## src/rtl/bid_settle_if.sv

```systemverilog
// bid_settle_if: auction-core, host balance-load and result-FIFO signals for the settlement stage
interface bid_settle_if #(parameter int RW = 8);
    logic          roundOver;
    logic          X_win;
    logic          Y_win;
    logic          Z_win;
    logic [31:0]   maxBid;
    logic [1:0]    err;
    logic          bal_load;
    logic [1:0]    bal_sel;
    logic [31:0]   bal_data;
    logic [31:0]   X_balance;
    logic [31:0]   Y_balance;
    logic [31:0]   Z_balance;
    logic          res_valid;
    logic          res_ready;
    logic [1:0]    res_winner;
    logic [1:0]    res_status;
    logic [31:0]   res_amount;
    logic [RW-1:0] res_round;
    logic          busy;
    logic          ovf;
    modport master (
        output roundOver, X_win, Y_win, Z_win, maxBid, err, bal_load, bal_sel, bal_data, res_ready,
        input  X_balance, Y_balance, Z_balance, res_valid, res_winner, res_status, res_amount, res_round, busy, ovf
    );
    modport slave (
        input  roundOver, X_win, Y_win, Z_win, maxBid, err, bal_load, bal_sel, bal_data, res_ready,
        output X_balance, Y_balance, Z_balance, res_valid, res_winner, res_status, res_amount, res_round, busy, ovf
    );
endinterface

```

## src/rtl/bid_settle.sv

```systemverilog
// bid_settle: captures each auction round end, debits the winner's balance
// and queues a {winner, status, amount, round} record for the host
module bid_settle #(
    parameter int DEPTH = 4,
    parameter int RW    = 8
) (
    input logic         clk,
    input logic         reset,
    bid_settle_if.slave bus
);
    localparam int AW   = $clog2(DEPTH);
    localparam int RECW = 36 + RW;
    typedef enum logic [1:0] {IDLE, CAPTURE, SETTLE, PUSH} state_t;
    state_t          state_q, state_d;
    logic            ro_q, arm_q;
    logic [2:0]      flags_q, flags_d;
    logic [31:0]     bid_q, bid_d;
    logic [1:0]      err_q, err_d;
    logic [1:0]      win_q, win_d;
    logic [1:0]      st_q, st_d;
    logic [31:0]     amt_q, amt_d;
    logic [RW-1:0]   cnt_q, cnt_d;
    logic [RW-1:0]   rnd_q, rnd_d;
    logic [31:0]     bal_q [3];
    logic [31:0]     bal_d [3];
    logic            ovf_q, ovf_d;
    logic [RECW-1:0] mem_q [DEPTH];
    logic [RECW-1:0] mem_d [DEPTH];
    logic [AW:0]     wp_q, wp_d, rp_q, rp_d;
    logic            ev, one_hot, valid, full, pop, push;
    logic [1:0]      wi;
    logic [RECW-1:0] head;
    // arm_q masks a roundOver that is already high when reset releases
    assign ev      = bus.roundOver & ~ro_q & arm_q;
    assign one_hot = flags_q == 3'b100 || flags_q == 3'b010 || flags_q == 3'b001;
    assign wi      = win_q - 2'd1;
    assign valid   = wp_q != rp_q;
    assign full    = wp_q[AW] != rp_q[AW] && wp_q[AW-1:0] == rp_q[AW-1:0];
    assign pop     = valid & bus.res_ready;
    assign push    = state_q == PUSH;
    assign head    = mem_q[rp_q[AW-1:0]];
    always_comb begin
        state_d = state_q;
        flags_d = flags_q;
        bid_d   = bid_q;
        err_d   = err_q;
        win_d   = win_q;
        st_d    = st_q;
        amt_d   = amt_q;
        cnt_d   = cnt_q;
        rnd_d   = rnd_q;
        bal_d   = bal_q;
        ovf_d   = ovf_q;
        mem_d   = mem_q;
        wp_d    = wp_q;
        rp_d    = pop ? rp_q + 1'b1 : rp_q;
        if (state_q != IDLE && ev)
            ovf_d = 1'b1;
        case (state_q)
            IDLE: begin
                if (bus.bal_load && bus.bal_sel != 2'b11)
                    bal_d[bus.bal_sel] = bus.bal_data;
                if (ev) begin
                    flags_d = {bus.Z_win, bus.Y_win, bus.X_win};
                    bid_d   = bus.maxBid;
                    err_d   = bus.err;
                    rnd_d   = cnt_q;
                    cnt_d   = cnt_q + 1'b1;
                    state_d = CAPTURE;
                end
            end
            CAPTURE: begin
                win_d   = !(one_hot && err_q == 2'b00) ? 2'b00 : flags_q[0] ? 2'b01 : flags_q[1] ? 2'b10 : 2'b11;
                st_d    = (one_hot && err_q == 2'b00) ? 2'b00 : 2'b01;
                amt_d   = '0;
                state_d = SETTLE;
            end
            SETTLE: begin
                if (win_q != 2'b00) begin
                    if (bal_q[wi] >= bid_q) begin
                        bal_d[wi] = bal_q[wi] - bid_q;
                        amt_d     = bid_q;
                    end else
                        st_d = 2'b10;
                end
                state_d = PUSH;
            end
            default: begin
                if (!full || pop) begin
                    mem_d[wp_q[AW-1:0]] = {win_q, st_q, amt_q, rnd_q};
                    wp_d                = wp_q + 1'b1;
                end else
                    ovf_d = 1'b1;
                state_d = IDLE;
            end
        endcase
    end
    always_ff @(posedge clk or posedge reset) begin
        if (reset) begin
            state_q <= IDLE;
            ro_q    <= 1'b0;
            arm_q   <= 1'b0;
            flags_q <= '0;
            bid_q   <= '0;
            err_q   <= '0;
            win_q   <= '0;
            st_q    <= '0;
            amt_q   <= '0;
            cnt_q   <= '0;
            rnd_q   <= '0;
            bal_q   <= '{default: '0};
            ovf_q   <= 1'b0;
            mem_q   <= '{default: '0};
            wp_q    <= '0;
            rp_q    <= '0;
        end else begin
            state_q <= state_d;
            ro_q    <= bus.roundOver;
            arm_q   <= 1'b1;
            flags_q <= flags_d;
            bid_q   <= bid_d;
            err_q   <= err_d;
            win_q   <= win_d;
            st_q    <= st_d;
            amt_q   <= amt_d;
            cnt_q   <= cnt_d;
            rnd_q   <= rnd_d;
            bal_q   <= bal_d;
            ovf_q   <= ovf_d;
            mem_q   <= mem_d;
            wp_q    <= wp_d;
            rp_q    <= rp_d;
        end
    end
    assign bus.X_balance = bal_q[0];
    assign bus.Y_balance = bal_q[1];
    assign bus.Z_balance = bal_q[2];
    assign bus.res_valid = valid;
    assign {bus.res_winner, bus.res_status, bus.res_amount, bus.res_round} = valid ? head : '0;
    assign bus.busy      = state_q != IDLE;
    assign bus.ovf       = ovf_q;
endmodule

```

## src/flat_wrapper.sv

```systemverilog
// flat-port wrapper written by rule: the top's interface ports become plain ports
module bid_settle_flat 
#(
    parameter int DEPTH = 4,
    parameter int RW    = 8
)
  (clk, reset, bus_roundOver, bus_X_win, bus_Y_win, bus_Z_win, bus_maxBid, bus_err, bus_bal_load, bus_bal_sel, bus_bal_data, bus_res_ready, bus_X_balance, bus_Y_balance, bus_Z_balance, bus_res_valid, bus_res_winner, bus_res_status, bus_res_amount, bus_res_round, bus_busy, bus_ovf);
  bid_settle_if #(.RW(RW)) bus_i ();
  input logic clk;
  input logic reset;
  input wire logic [$bits(bus_i.roundOver)-1:0] bus_roundOver;
  input wire logic [$bits(bus_i.X_win)-1:0] bus_X_win;
  input wire logic [$bits(bus_i.Y_win)-1:0] bus_Y_win;
  input wire logic [$bits(bus_i.Z_win)-1:0] bus_Z_win;
  input wire logic [$bits(bus_i.maxBid)-1:0] bus_maxBid;
  input wire logic [$bits(bus_i.err)-1:0] bus_err;
  input wire logic [$bits(bus_i.bal_load)-1:0] bus_bal_load;
  input wire logic [$bits(bus_i.bal_sel)-1:0] bus_bal_sel;
  input wire logic [$bits(bus_i.bal_data)-1:0] bus_bal_data;
  input wire logic [$bits(bus_i.res_ready)-1:0] bus_res_ready;
  output wire logic [$bits(bus_i.X_balance)-1:0] bus_X_balance;
  output wire logic [$bits(bus_i.Y_balance)-1:0] bus_Y_balance;
  output wire logic [$bits(bus_i.Z_balance)-1:0] bus_Z_balance;
  output wire logic [$bits(bus_i.res_valid)-1:0] bus_res_valid;
  output wire logic [$bits(bus_i.res_winner)-1:0] bus_res_winner;
  output wire logic [$bits(bus_i.res_status)-1:0] bus_res_status;
  output wire logic [$bits(bus_i.res_amount)-1:0] bus_res_amount;
  output wire logic [$bits(bus_i.res_round)-1:0] bus_res_round;
  output wire logic [$bits(bus_i.busy)-1:0] bus_busy;
  output wire logic [$bits(bus_i.ovf)-1:0] bus_ovf;
  assign bus_i.roundOver = bus_roundOver;
  assign bus_i.X_win = bus_X_win;
  assign bus_i.Y_win = bus_Y_win;
  assign bus_i.Z_win = bus_Z_win;
  assign bus_i.maxBid = bus_maxBid;
  assign bus_i.err = bus_err;
  assign bus_i.bal_load = bus_bal_load;
  assign bus_i.bal_sel = bus_bal_sel;
  assign bus_i.bal_data = bus_bal_data;
  assign bus_i.res_ready = bus_res_ready;
  assign bus_X_balance = bus_i.X_balance;
  assign bus_Y_balance = bus_i.Y_balance;
  assign bus_Z_balance = bus_i.Z_balance;
  assign bus_res_valid = bus_i.res_valid;
  assign bus_res_winner = bus_i.res_winner;
  assign bus_res_status = bus_i.res_status;
  assign bus_res_amount = bus_i.res_amount;
  assign bus_res_round = bus_i.res_round;
  assign bus_busy = bus_i.busy;
  assign bus_ovf = bus_i.ovf;
  bid_settle #(.DEPTH(DEPTH), .RW(RW)) u_core (.clk(clk), .reset(reset), .bus(bus_i));
endmodule
```

## config.mk

```make
export PLATFORM = sky130hd
export DESIGN_NAME = bid_settle_flat
export DESIGN_NICKNAME = d
export VERILOG_FILES = /design/src/rtl/bid_settle_if.sv /design/src/rtl/bid_settle.sv /design/src/flat_wrapper.sv
export SDC_FILE = /design/constraint.sdc
export NUM_CORES = 1
export LEC_CHECK = 0
export CORE_ASPECT_RATIO = 1.1
export CORE_MARGIN = 4
export CORE_UTILIZATION = 52
export DETAILED_ROUTE_END_ITERATION = 7
export PLACE_DENSITY = 0.83
export SYNTH_ARGS = -nofsm -noshare
export SYNTH_HDL_FRONTEND = slang
export SYNTH_SLANG_ARGS = --single-unit
```

## constraint.sdc

```tcl
create_clock -name clk -period 36 [get_ports clk]
set_clock_uncertainty 0.15 [all_clocks]
set_input_delay 7.2 -clock clk [delete_from_list [all_inputs] [get_ports clk]]
set_output_delay 7.2 -clock clk [all_outputs]
set_load 0.02 [all_outputs]
```

# After elaboration in Yosys (flattened, before gate mapping)
# Cells that the tools add are included.
[classes]
mux = 35
bitwise = 9
n_addsub = 5
reduce_logical = 23
magnitude_cmp = 8
eq_ne = 14
[ops]
columns = ["operator", "n"]
rows = [
  ["$mux 96", 3],
  ["$bwmux 96", 2],
  ["$mux 32", 6],
  ["$pmux 96 s2", 1],
  ["$bwmux 176", 1],
  ["$mux 44", 4],
  ["$demux 32 s2", 2],
  ["$bmux 44 s2", 1],
  ["$demux 44 s2", 1],
  ["$bmux 32 s2", 1],
  ["$pmux 32 s2", 1],
  ["$ge 32x32->1", 1],
  ["$sub 32x32->32", 1],
  ["$ge 3x3->1 const B", 4],
  ["$not 2->3", 4],
  ["$mux 2", 5],
  ["$lt 3x1->1 const B", 3],
  ["$add 8x1->8 const B", 1],
  ["$ne 2x1->1 const B", 4],
  ["$reduce_bool 2->1", 4],
  ["$logic_and 1x1->1", 7],
  ["$add 3x1->3 const B", 2],
  ["$pmux 2 s3", 1],
  ["$reduce_and 3->1", 2],
  ["20 further kinds", 32],
]
[totals]
input_bits = 76
output_inout_bits = 143
ff_bits = 372
word_cells = 115

# Logic depth before layout (Yosys ltp)
[depth]
depth_word = 10
ltp_mapped = 21

# Worst setup path before layout
# OpenSTA, ideal clock, no wires.
[synth_timing]
kind = "register -> output"
start = "register u_core.rp_q[0]"
end = "output port bus_res_amount[0]"
path_slack_ns = 26.590
path_stages_with_launch = 5
path_buffers = 2
arrival_ns = 2.060
cell_sequence = "dfrtp_1 > clkbuf_1 > buf_1 > mux4_2 > nor2b_1"
[synth_between]
elab_chain_len = 5
elab_cells_between_ends = 6
cone_classes = "1 x eq/ne; 4 x mux; 1 x bitwise"
[synth_rtl]
columns = ["item", "line", "text"]
rows = [
  ["start: declaration", "bid_settle.sv:29", "logic [AW:0] wp_q, wp_d, rp_q, rp_d;"],
  ["start signal: assignment", "bid_settle.sv:132", "rp_q <= rp_d;"],
  ["$not 2->3 (not written as such)", "bid_settle.sv:41", "assign head = mem_q[rp_q[AW-1:0]];"],
  ["$bmux 44 s2", "bid_settle.sv:41", ""],
  ["$mux 44 (not written as such) (2 in a row)", "bid_settle.sv:41", ""],
  ["$mux 44 (*)", "bid_settle.sv:139", "assign {bus.res_winner, bus.res_status, bus.res_amount, bus.res_round} = valid ? head : '0;"],
  ["end: declaration", "flat_wrapper.sv:27", "output wire logic [$bits(bus_i.res_amount)-1:0] bus_res_amount;"],
]
# Mark *: on every way between the ends. The rest lies on a longest branch, timed or not. The select of a mux whose other input is x is not followed.

# Worst setup path in the final report
[layout_timing]
start = "register u_core.rp_q[0]"
end = "output port bus_res_valid"
[layout_between]
elab_chain_len = 1
[layout_rtl]
columns = ["item", "line", "text"]
rows = [
  ["$ne 3x3->1", "bid_settle.sv:37", "assign valid = wp_q != rp_q;"],
  ["end: declaration", "flat_wrapper.sv:24", "output wire logic [$bits(bus_i.res_valid)-1:0] bus_res_valid;"],
]
# Every way passes these cells.

==> flow_summary_export.csv <==
group,metric,value,unit
status,status,"completed",
cts,clkTransAtPathRegs,0.06,ns
setup_path,worst_path_largest_cell_delay,0.71,ns
cells_and_area,final_cell_mix,"dfrtp_1, nand2_1, clkdlybuf4s50_1, mux2_2, o21ai_0",
setup_path,cp-start-kind,"register",
setup_path,worst_r2r_path_depth,13,
yosys,synth_cells,1766,
yosys,yosys_warnings,0,
setup_path,endpoint,"bus_res_valid",
setup_path,path_max_fanout,47,
sta,clock.fmax,92.4,MHz
global_routing,grt.overflow.total,0,
cells_and_area,final_nets,2037,
sta,hold_violations,0,
cts,cts.sinks,372,
die,core,0.0371,sq mm
setup_path,critPathKind,"register to output port",
cts,cts_tree,"yes",
cells_and_area,drive_above_1_share,0.179,
sta,fin_crit_sh,0.301,
die,die-area,0.0408,sq mm
drt,drt_iter0_drc,1277,
sta,rsz0062_at_grt,"false",
sta,setup_viol,0,
sta,timing_worst_slew_pin_value,1.21,ns
sta,relSlewSlack,0.196,
global_routing,grt_pass1_wl,87.6,mm
setup_path,worstReg2RegEnd,"u_core.bus.Y_balance[23]",
global_routing,grt_usage,0.272,
placed_design,placed_cells,2367,
placed_design,placed_cell_area,0.0221,sq mm
cts,cts_buffer_depth,3,
cells_and_area,layout_commonest_cell,"dfrtp_1",
cts,htree_levels,2,
drt,vias,15217,
pwr,peakVddDrop,78.2,uV
placed_design,port_buffers,218,
yosys,synth_nets,1889,
die,num_rows,74,
pwr,power.total,2.32,mW
cts,clkLatencyLatePin,0.55,ns
setup_path,crit_start,"u_core.rp_q[0]",
cts,holdBufCountCts,0,
cts,cts-root-buf,"clkbuf_16",
run,maxCapViolCount,0,
drt,vias_per_cell,6.24,
sta,drv_slew,0,
setup_path,crit_arrival,3.47,ns
cts,numCtsBuffers,39,
cells_and_area,final_area,0.0234,sq mm
die,die_x,193,um
global_routing,grt_pass1_vias,15833,
yosys,synth-edff-count,0,
yosys,ys_ff_latch,372,
sta,setup_tns,0,ns
worst_hold_path,hp-class,"register to register",
setup_path,r2r_setup_slack,29.83,ns
die,ios,219,
drt,drc_errors,0,
cells_and_area,area.growth.synth_to_final,19.4,%
yosys,ys_async_sr_fraction,1.00,
setup_path,worst_path_max_delay_cell,"buf_4",
placed_design,gp_congestion,0.893,
die,initial_core_util,0.527,
sta,min_period,10.82,ns
cts,ctsResizeCount,0,
yosys,synth_ff_type,"dfrtp_1",
drt,wl_per_cell,22.7,um
die,fp.dieH,212,um
drt,drt-total-wl,55.3,mm
yosys,synth.avg_cell_area,11.1,sq um
global_routing,grt_antenna_before_repair,3,
setup_path,path_common_cell,"buf_4",
yosys,yosysSeqAreaShare,0.475,
drt,drt_first_pass_iters,8,
pwr,powerDensity,99.3,mW/mm^2
yosys,synth_cell_types,67,
drt,antenna_left,0,
pwr,power.leakage,10.3,nW
setup_path,r2r_start,"u_core.win_q[1]",
cts,cts_setup_buffers,0,
yosys,netlist_area,0.0196,sq mm
setup_path,crit_required,28.65,ns
setup_path,endpoint_kind,"output port",
setup_path,worstPathCellList,"buf_4 -> xnor2_1 -> and3_1 -> buf_4 -> inv_1 -> clkdlybuf4s50_1",
cells_and_area,fin_cells,2439,
placed_design,hpwl,35.7,mm
global_routing,grt_max_degree,157,
registers in the layout, summed over array words and instances, names as in the netlist:
| register | cells |
|---|---|
| u_core.bus.X_balance | 32 |
| u_core.bus.ovf | 1 |
| u_core.rnd_q | 8 |
| u_core.amt_q | 32 |
| u_core.rp_q | 3 |
| u_core.mem_q | 176 |
| u_core.flags_q | 3 |
| u_core.arm_q | 1 |
| u_core.wp_q | 3 |
| u_core.bus.Z_balance | 32 |
| u_core.bus.Y_balance | 32 |
| u_core.bid_q | 32 |
| u_core.st_q | 2 |
| u_core.state_q | 2 |
| u_core.cnt_q | 8 |
| u_core.ro_q | 1 |
| u_core.win_q | 2 |
| u_core.err_q | 2 |
metrics by stage:
stage / worst slack, ns / hold WS (ns) / utilization
floorplan: 18.32 / 0.291 / -
global placement: 25.77 / 0.309 / 0.594
detailed placement: 25.63 / 0.315 / 0.594
CTS: 25.04 / 0.329 / 0.630
global route: 24.88 / 0.359 / 0.630
finish: 25.18 / 0.329 / 0.630
final cells by class:
class / count / area (sq um)
fillers: 2759 / 13700
multi-input cells: 1217 / 9600
flip-flops and latches: 372 / 9310
repair buffers: 239 / 2350
clock buffers: 56 / 1110
well taps: 494 / 618
clock inverters: 15 / 215
inverters: 45 / 176
diodes: 1 / 2.50
worst max-delay path, delay by kind of cell (launching register included):
kind	cells	cell delay, ns
simple gates	1	0.50
buf+inv	4	1.81
xor+xnor	1	0.22
flops	1	0.34
kinds of logic (layout without fill, tap and decap cells):
kind of cell | Yosys count | in the layout | share of synthesized area
flip-flops | 372 | 372 | 0.475
XOR/XNOR | 37 | 37 | 0.0166
AO/OA/AOI/OAI | 413 | 413 | 0.158
adder cells (fa/ha/maj) | 47 | 47 | 0.0304
other | 1 | 2 | 0.000192
AND/OR/NAND/NOR | 457 | 457 | 0.110
buffers and inverters | 177 | 355 | 0.0367
multiplexers | 262 | 262 | 0.173
routing by layer:
layer  wire length, um  vias up  track usage
met2             26800      716        0.448
met4              2210        4        0.111
li1                  -     6731            -
met3              3990      156       0.0470
met1             22200     7610        0.359
met5                26        -            0
how the worst min path moves through the flow:
| stage | from | depth (start not counted) | slack [ns] | to |
|---|---|---|---|---|
| finish | u_core.mem_q[87] | 2 | 0.33 | u_core.mem_q[87] |
| global route | u_core.mem_q[55] | 1 | 0.36 | u_core.mem_q[55] |
| CTS | u_core.mem_q[87] | 2 | 0.33 | u_core.mem_q[87] |
| detailed placement | u_core.mem_q[87] | 2 | 0.32 | u_core.mem_q[87] |
| global placement | u_core.mem_q[174] | 2 | 0.31 | u_core.mem_q[174] |
| floorplan | u_core.cnt_q[7] | 1 | 0.29 | u_core.cnt_q[7] |
power breakdown:
| group | internal [mW] | total [mW] | switching (mW) |
|---|---|---|---|
| combinational | 0.501 | 1.21 | 0.714 |
| sequential | 0.569 | 0.688 | 0.119 |
| clock | 0.251 | 0.420 | 0.169 |
| total | 1.32 | 2.32 | 1.00 |
Yosys cell counts (8+ instances only):
cell,count,share of area
nand2_1,230,0.044
xnor2_1,26,0.012
a22o_1,9,0.0040
nor2b_1,55,0.018
a21oi_1,31,0.0079
nand3_1,48,0.012
and2_1,8,0.0026
o21ai_0,129,0.033
o2bb2ai_2,30,0.023
ha_1,46,0.029
inv_1,44,0.0084
mux4_2,44,0.051
mux2i_1,49,0.025
xor2_1,11,0.0049
mux2_2,169,0.097
nor3_1,13,0.0033
o311ai_0,9,0.0040
dfrtp_1,372,0.48
a22oi_1,66,0.025
nand2b_1,10,0.0032
clkbuf_1,106,0.020
or3_1,12,0.0038
a21o_1,23,0.0088
o2bb2ai_1,54,0.024
nor2_1,34,0.0065
buf_1,9,0.0017
nand4_1,22,0.0070
buf_2,10,0.0026
Note: power is estimated with default switching activity, not from simulation.
